===== src/rtl/rr_mux_nx1.sv =====
// Registered N:1 channel selector with valid/ready on both sides.
// Picks one producer per cycle (round-robin or explicit sel) into a single output register.
module rr_mux_nx1 #(
  parameter int unsigned n    = 32,
  parameter int unsigned CH   = 4,
  parameter int unsigned MODE = 0,
  parameter int unsigned SW   = $clog2(CH)
) (
  input  logic            clk,
  input  logic            rst_n,
  input  logic [CH-1:0]   in_valid,
  input  logic [CH*n-1:0] in_data,
  output logic [CH-1:0]   in_ready,
  input  logic [SW-1:0]   sel,
  output logic            out_valid,
  output logic [n-1:0]    out_data,
  output logic [SW-1:0]   out_grant,
  input  logic            out_ready
);

  localparam logic [SW:0]   CH_W = (SW+1)'(CH);
  localparam logic [SW-1:0] LAST = SW'(CH-1);

  logic [SW-1:0] ptr;
  logic [SW-1:0] g;
  logic [SW:0]   idx;
  logic          any_v;
  logic          acc_en;
  logic          xfer;
  logic [n-1:0]  g_data;

  // Grant selection; the descending scan lets the nearest channel after ptr win.
  always_comb begin
    g     = '0;
    any_v = 1'b0;
    idx   = '0;
    if (MODE == 0) begin
      for (int i = int'(CH) - 1; i >= 0; i--) begin
        idx = {1'b0, ptr} + (SW+1)'(i);
        if (idx >= CH_W) idx = idx - CH_W;
        if (in_valid[idx[SW-1:0]]) begin
          g     = idx[SW-1:0];
          any_v = 1'b1;
        end
      end
    end else if ({1'b0, sel} < CH_W) begin
      g     = sel;
      any_v = in_valid[sel];
    end
  end

  assign acc_en = !out_valid | out_ready;
  assign xfer   = acc_en & any_v & rst_n;

  // One-hot ready towards the granted producer only.
  always_comb begin
    in_ready = '0;
    for (int k = 0; k < int'(CH); k++) begin
      in_ready[k] = xfer && (g == SW'(k));
    end
  end

  always_comb begin
    g_data = '0;
    for (int k = 0; k < int'(CH); k++) begin
      if (g == SW'(k)) g_data = in_data[k*n +: n];
    end
  end

  // Output stage; a new beat overwrites a draining one with no bubble.
  always_ff @(posedge clk or negedge rst_n) begin
    if (!rst_n) begin
      out_valid <= 1'b0;
      out_data  <= '0;
      out_grant <= '0;
      ptr       <= '0;
    end else begin
      if (xfer) begin
        out_valid <= 1'b1;
        out_data  <= g_data;
        out_grant <= g;
        if (MODE == 0) ptr <= (g == LAST) ? '0 : g + SW'(1);
      end else if (out_ready) begin
        out_valid <= 1'b0;
      end
    end
  end

endmodule


===== config.mk =====
export PLATFORM = sky130hd
export DESIGN_NAME = rr_mux_nx1
export DESIGN_NICKNAME = d
export VERILOG_FILES = /design/src/rtl/rr_mux_nx1.sv
export SDC_FILE = /design/constraint.sdc
export NUM_CORES = 1
export LEC_CHECK = 0
export CAP_MARGIN = 5
export CORE_UTILIZATION = 37
export CTS_CLUSTER_SIZE = 12
export DETAILED_ROUTE_END_ITERATION = 16
export HOLD_SLACK_MARGIN = 0.08
export PLACE_DENSITY = 0.82
export SKIP_CTS_REPAIR_TIMING = 1
export SLEW_MARGIN = 20
export SYNTH_ARGS = -nofsm -noshare
export SYNTH_HDL_FRONTEND = slang
export SYNTH_SLANG_ARGS = --single-unit

===== constraint.sdc =====
create_clock -name clk -period 2.4 [get_ports clk]
set_input_delay 0.24 -clock clk [delete_from_list [all_inputs] [get_ports clk]]
set_output_delay 0.24 -clock clk [all_outputs]
set_load 0.005 [all_outputs]

==> summary.md, run 1 <==
| Metric | Value |
|---|---|
| Outcome | `finished with violations` |
| Failing checks | `setup timing` |
| Pins Over Slew Limit | `0` |
| Finished Layout Cells | `600` |
| Setup CP Type | `reg -> out` |
| GPL Wtd Cong | `0.808` |
| Total power | `~3.6 mW` |
| Clk sink count | `37` |
| Via density | `about 5.5` |
| Unrepaired setup endpoints after global routing | `true` |
| Cell Area, Synth | `2700 µm²` |
| Routed Antenna Nets | `0` |
| CP Max Fanout | `6` |
| Die X | `approximately 87 µm` |
| Mean Syn Cell Area | `around 8 µm²` |
| Routed WL | `9.54 mm` |
| Syn_nets | `480` |
| Most frequent cells in the layout | `169 x clkdlybuf4s50_1, 64 x a21oi_1, 36 x dfrtp_1, 35 x nand2_1, 34 x inv_1` |
| Number of antenna violations at the first check in global routing | `0` |
| Io pins | `around 180` |
| Final nets | `646` |
| Critical Path Source Type | `flip-flop` |
| Hold depth | `3` |
| Clk Latency, worst-skew pair | `280 ps` |
| Die Y | `87.4 µm` |
| HPWL Detailed | `6.58 mm` |
| H-tree depth | `2` |
| Cell count after synthesis | `roughly 340` |
| Peak VDD IR | `298 µV` |
| First-pass GRT wire length | `14.2 mm` |
| Measured slew at the worst slew-check pin | `487 ps` |
| Synthesized flop and latch total | `37` |
| CP endpoint kind | `output pin` |
| Seq/Total Area, Yosys | `34.3%` |
| Final period utilization | `101%` |
| Max Cap Viol | `0` |
| CTS tree | `built` |
| GR peak layer | `met2` |
| Fraction of layout cells with a size suffix above 1 | `9.52%` |
| Worst Slack Setup Final | `-15.3 ps` |
| Clock Path Buffers | `2` |
| M1 GR Usage | `28.2%` |
| Row count | `30` |
| Area Overhead vs Synth | `75.1%` |
| Synthesis Warnings | `0` |
| Antenna diodes | `0` |
| Most common cell after layout, fill and taps aside | `clkdlybuf4s50_1` |
| Post-DP Area | `between 4000 and 5000 µm²` |
| GR met2 Demand/Resource | `43.2%` |
| Grt ovf | `0` |
| Cell count after placement | `586` |
| Leakage power | `1.93 nW` |
| Drt pass-1 iters | `5` |
| Post-route minimum period | `approximately 2400 ps` |
| Final setup vio count | `2` |
| Via count | `3,276` |
| Die area | `7640 µm²` |
| Global Route Usage Sum | `23.8%` |
| Clock-pin slew on the worst setup and hold paths | `80 ps` |
| CP Data Arrival Time | `2180 ps` |
| Slew margin rel. | `roughly two thirds` |
| Drt drc | `0` |
| F_max | `414 MHz` |
| Post-synth cell types | `30` |
| Fin area | `4730 µm²` |
| Wire per inst | `15.9 µm` |
| Core area | `6910 µm²` |
| Port Buf Inserts | `173` |
| Largest net degree at the start of global routing | `45` |
| CTS root buf | `clkbuf_8` |
| GR Layer Usage met3 | `5.21%` |
| PwrDens | `767 nW/µm²` |
| Final hold viol count | `0` |
| Total CTS buffers | `5` |
| Reg2Reg Depth | `10` |
| Worst EP required | `2160 ps` |
| Iteration-0 DRC Markers | `between 150 and 200` |
| Vias in the first global route | `3,060` |
| Worst min-delay path class | `in -> reg` |
| Starting Density | `39.1%` |
| Clock Skew | `~11 ps` |
[cells in the mapped netlist]
| library cell | n | area share, % |
|---|---|---|
| inv_1 | 34 | 4.7 |
| o31a_1 | 1 | 0.32 |
| buf_1 | 1 | 0.14 |
| nand2b_1 | 2 | 0.46 |
| clkbuf_1 | 30 | 4.2 |
| and2_1 | 1 | 0.23 |
| o31ai_1 | 1 | 0.28 |
| a41o_1 | 1 | 0.37 |
| a21oi_1 | 66 | 12 |
| buf_6 | 4 | 1.7 |
| nor2b_1 | 1 | 0.23 |
| a221o_1 | 32 | 12 |
| or2_2 | 1 | 0.23 |
| a21o_1 | 2 | 0.56 |
| mux2i_1 | 1 | 0.37 |
| ha_1 | 4 | 1.9 |
| nand3_1 | 2 | 0.37 |
| o2bb2ai_1 | 1 | 0.32 |
| dfrtp_1 | 37 | 34 |
| a21boi_0 | 1 | 0.28 |
| o41a_1 | 1 | 0.42 |
| buf_2 | 4 | 0.74 |
| nand3b_1 | 32 | 8.9 |
| and2_4 | 1 | 0.32 |
| a31oi_1 | 32 | 7.4 |
| and3_1 | 5 | 1.2 |
| nor2_1 | 3 | 0.42 |
| nand2_1 | 35 | 4.9 |
| a21bo_2 | 1 | 0.37 |
| o21ai_0 | 2 | 0.37 |
[where the power goes]
group          switching (mW)  internal [mW]
registers               0.138          0.858
logic                   0.953           1.27
clock network           0.212          0.191
total                    1.30           2.32
[per-stage QoR]
stage          setup WS, ps  TNS (ps)  util (%)  hold WS (ps)
2_1_floorplan           229         0         -         -55.6
3_3_place_gp          -28.6     -30.7      65.6           344
3_5_place_dp          -90.5     -1020      65.6           338
4_1_cts                -167      -322      66.6          34.1
5_1_grt                -115      -532      68.4           516
6_report              -15.3     -21.9      68.4           518
[worst max-delay path, cell delays in order (launching register included)]
cell and delay [ps]:
dfrtp_2 410, mux2i_1 280, o2bb2ai_2 160, or2_4 170
ha_2 200, and3_1 180, clkdlybuf4s50_1 500
[metal layers]
metal,vias to the layer above,wire (µm),part of all wire [%]
met3,21,721,7.6
met4,0,196,2.1
met5,-,0,0
met1,1529,3780,40
met2,160,4850,51
li1,1566,-,-
[cell type report]
class | count | area (µm²)
sequential | 37 | 927
multi-input combinational | 229 | 1530
fill | 569 | 2180
inverter | 34 | 128
timing repair buffer | 198 | 1950
tap | 96 | 120
clock buffer | 5 | 68.8
clock inverter | 1 | 5.00
[final timing paths]
kind	slack [ps]	startpoint	endpoint
max	-20	ptr[1]	in_ready[0]
min	520	in_data[126]	out_data[30]
max reg2reg	50	ptr[1]	out_data[29]
min reg2reg	550	out_data[19]	out_data[19]
max in group asynchronous	1480	rst_n	out_data[15]
min in group asynchronous	560	rst_n	out_data[9]
[cells by family (layout without fill, tap and decap cells)]
| group | Yosys count | after routing | synth area share, % |
|---|---|---|---|
| compound gates | 141 | 141 | 34.8 |
| simple gates | 83 | 83 | 17.2 |
| buf+inv | 73 | 238 | 11.5 |
| flops | 37 | 37 | 34.3 |
| fa+ha+maj | 4 | 4 | 1.85 |
| mux | 1 | 1 | 0.371 |
[flip-flops by register name, summed over array words and instances (netlist names)]
signal / flops
out_grant: 2
ptr: 2
out_valid: 1
out_data: 32
Note: power is estimated with default switching activity, not from simulation.
==> inputs of run 2 (changes only) <==
- CTS_CLUSTER_DIAMETER: unset -> 40
==> results of run 2 <==
The final DEF is identical to that of run 1; final timing and power are the same.
==> inputs of run 3 (changes only) <==
- HOLD_SLACK_MARGIN: 0.08 -> 0.02
==> summary.md, run 3 (synthesis gave the netlist of run 1 again) <==
| Metric | Value |
|---|---|
| Worst Slack Setup Final | `-12.7 ps (+2.54 ps)` |
| Vias in the first global route | `3,060 (unchanged)` |
| End of the critical path | `in_ready[0]` |
| Post-route minimum period | `2410 ps (-2.54 ps)` |
| Antenna diodes | `0 (unchanged)` |
| Clock Skew | `9.83 ps (-1.36 ps)` |
| Fraction of layout cells with a size suffix above 1 | `9.54% (+0.019 points)` |
| Drt pass-1 iters | `5 (unchanged)` |
| Number of antenna violations at the first check in global routing | `0 (unchanged)` |
| Worst flop-to-flop path endpoint | `out_data[29]` |
| CP endpoint kind | `output pin` |
| Global Route Usage Sum | `23.8% (unchanged)` |
| Max reg flops | `32 (unchanged)` |
| Drt drc | `0 (unchanged)` |
| Most frequent cells in the layout | `169 x clkdlybuf4s50_1, 64 x a21oi_1, 36 x dfrtp_1, 35 x nand2_1, 34 x inv_1` |
| Port Buf Inserts | `173 (unchanged)` |
| Io pins | `176 (unchanged)` |
| Clock Path Buffers | `2 (unchanged)` |
| Failing checks | `setup timing` |
| Worst EP required | `2160 ps (about the same)` |
| Most common cell after layout, fill and taps aside | `clkdlybuf4s50_1` |
| Leakage power | `1.92 nW (-0.22%)` |
| Outcome | `finished with violations` |
| Routed Antenna Nets | `0 (unchanged)` |
| HPWL Detailed | `6.58 mm (unchanged)` |
| Final setup vio count | `2 (unchanged)` |
| Unrepaired setup endpoints after global routing | `true` |
| F_max | `414 MHz (+0.11%)` |
| Total CTS buffers | `5 (unchanged)` |
| Grt ovf | `0 (unchanged)` |
| Die X | `87.4 µm (unchanged)` |
| Final period utilization | `101% (-0.11 points)` |
| Final hold viol count | `0 (unchanged)` |
| Die area | `7640 µm² (unchanged)` |
| First-pass GRT wire length | `14.2 mm (unchanged)` |
| PwrDens | `767 nW/µm² (+0.10%)` |
| Iteration-0 DRC Markers | `166 (-9.8%)` |
| CP Max Fanout | `6 (unchanged)` |
| CP Data Arrival Time | `2170 ps (about the same)` |
| Reg2Reg Depth | `10 (unchanged)` |
| Die Y | `87.4 µm (unchanged)` |
| Measured slew at the worst slew-check pin | `486 ps (-0.171 ps)` |
| Via density | `5.45 (-0.26%)` |
| Setup slack on the worst flop-to-flop path | `50 ps (about the same)` |
| Slew margin rel. | `67.6% (about the same)` |
| Clock-pin slew on the worst setup and hold paths | `80 ps (about the same)` |
| Pins Over Slew Limit | `0 (unchanged)` |
| Clk Latency, worst-skew pair | `280 ps (about the same)` |
| H-tree depth | `2 (unchanged)` |
| Top reg by flops | `out_data` |
| Total power | `3.62 mW (-0.11%)` |
| CTS tree | `built` |
| Cell count after placement | `586 (unchanged)` |
| Routed WL | `9.53 mm (-0.10%)` |
| Clk sink count | `37 (unchanged)` |
| Core area | `6910 µm² (unchanged)` |
| DP Worst Slack | `-90.5 ps (unchanged)` |
| Max Cap Viol | `0 (unchanged)` |
| Starting Density | `39.1% (unchanged)` |
| Final nets | `645 (-0.15%)` |
| CTS root buf | `clkbuf_8` |
| Worst min-delay path class | `in -> async` |
| Critical Path Source Type | `flip-flop` |
| Hold WS | `9.90 ps (-509 ps)` |
| Crit. Startpoint | `ptr[1]` |
| Peak VDD IR | `299 µV (+0.37%)` |
| Setup CP Type | `reg -> out` |
| Worst r2r src | `ptr[1]` |
| Finished Layout Cells | `599 (-0.17%)` |
| GPL Wtd Cong | `0.808 (unchanged)` |
| Via count | `3,262 (-0.43%)` |
| Largest regs | `out_data x32, out_grant x2, ptr x2` |
| Largest net degree at the start of global routing | `45 (unchanged)` |
| Row count | `30 (unchanged)` |
| Area Overhead vs Synth | `74.7%` |
| Wire per inst | `15.9 µm (about the same)` |
-- run 3: layout make-up --
type / count / area (µm²)
well taps: 96 / 120
clock inverters: 1 / 5.00
flip-flops and latches: 37 / 927
fillers: 570 / 2190
inverters: 34 / 128
multi-input cells: 229 / 1530
repair buffers: 197 / 1940
clock buffers: 5 / 68.8
-- run 3: worst min path at each step --
stage	depth (start not counted)	to	from	slack (ps)
detailed placement	2	out_data[7]	rst_n	340
floorplan	0	out_data[0]	rst_n	-60
finish	2	out_data[9]	rst_n	10
global route	2	out_data[7]	rst_n	50
CTS	2	out_data[7]	rst_n	30
global placement	2	out_data[7]	rst_n	340
-- run 3: where the power goes --
part	switching [mW]	internal [mW]
logic	0.951	1.27
clock network	0.210	0.191
registers	0.139	0.858
total	1.30	2.32
-- run 3: critical path, cell delays in order, from the launching register on --
cell	delay, ps
dfrtp_2	410
mux2i_1	280
o2bb2ai_2	160
or2_4	170
ha_2	200
and3_1	180
clkdlybuf4s50_1	500
-- run 3: per-layer routing --
| layer | up-vias | track usage (%) | wire [µm] | part of all wire, % |
|---|---|---|---|---|
| li1 | 1563 | - | - | - |
| met1 | 1540 | 28.2 | 3840 | 40 |
| met2 | 140 | 43.2 | 4840 | 51 |
| met3 | 19 | 5.21 | 668 | 7.0 |
| met4 | 0 | 6.71 | 189 | 2.0 |
| met5 | - | 0 | 0 | 0 |
-- run 3: metrics by stage --
stage	TNS [ps]	utilization, %	instance area [µm²]
after CTS	-322	66.6	4600
after global placement	-30.7	65.6	4530
after floorplan	0	-	2700
final	-16.3	68.3	4720
after global routing	-532	68.3	4720
after detailed placement	-1020	65.6	4530
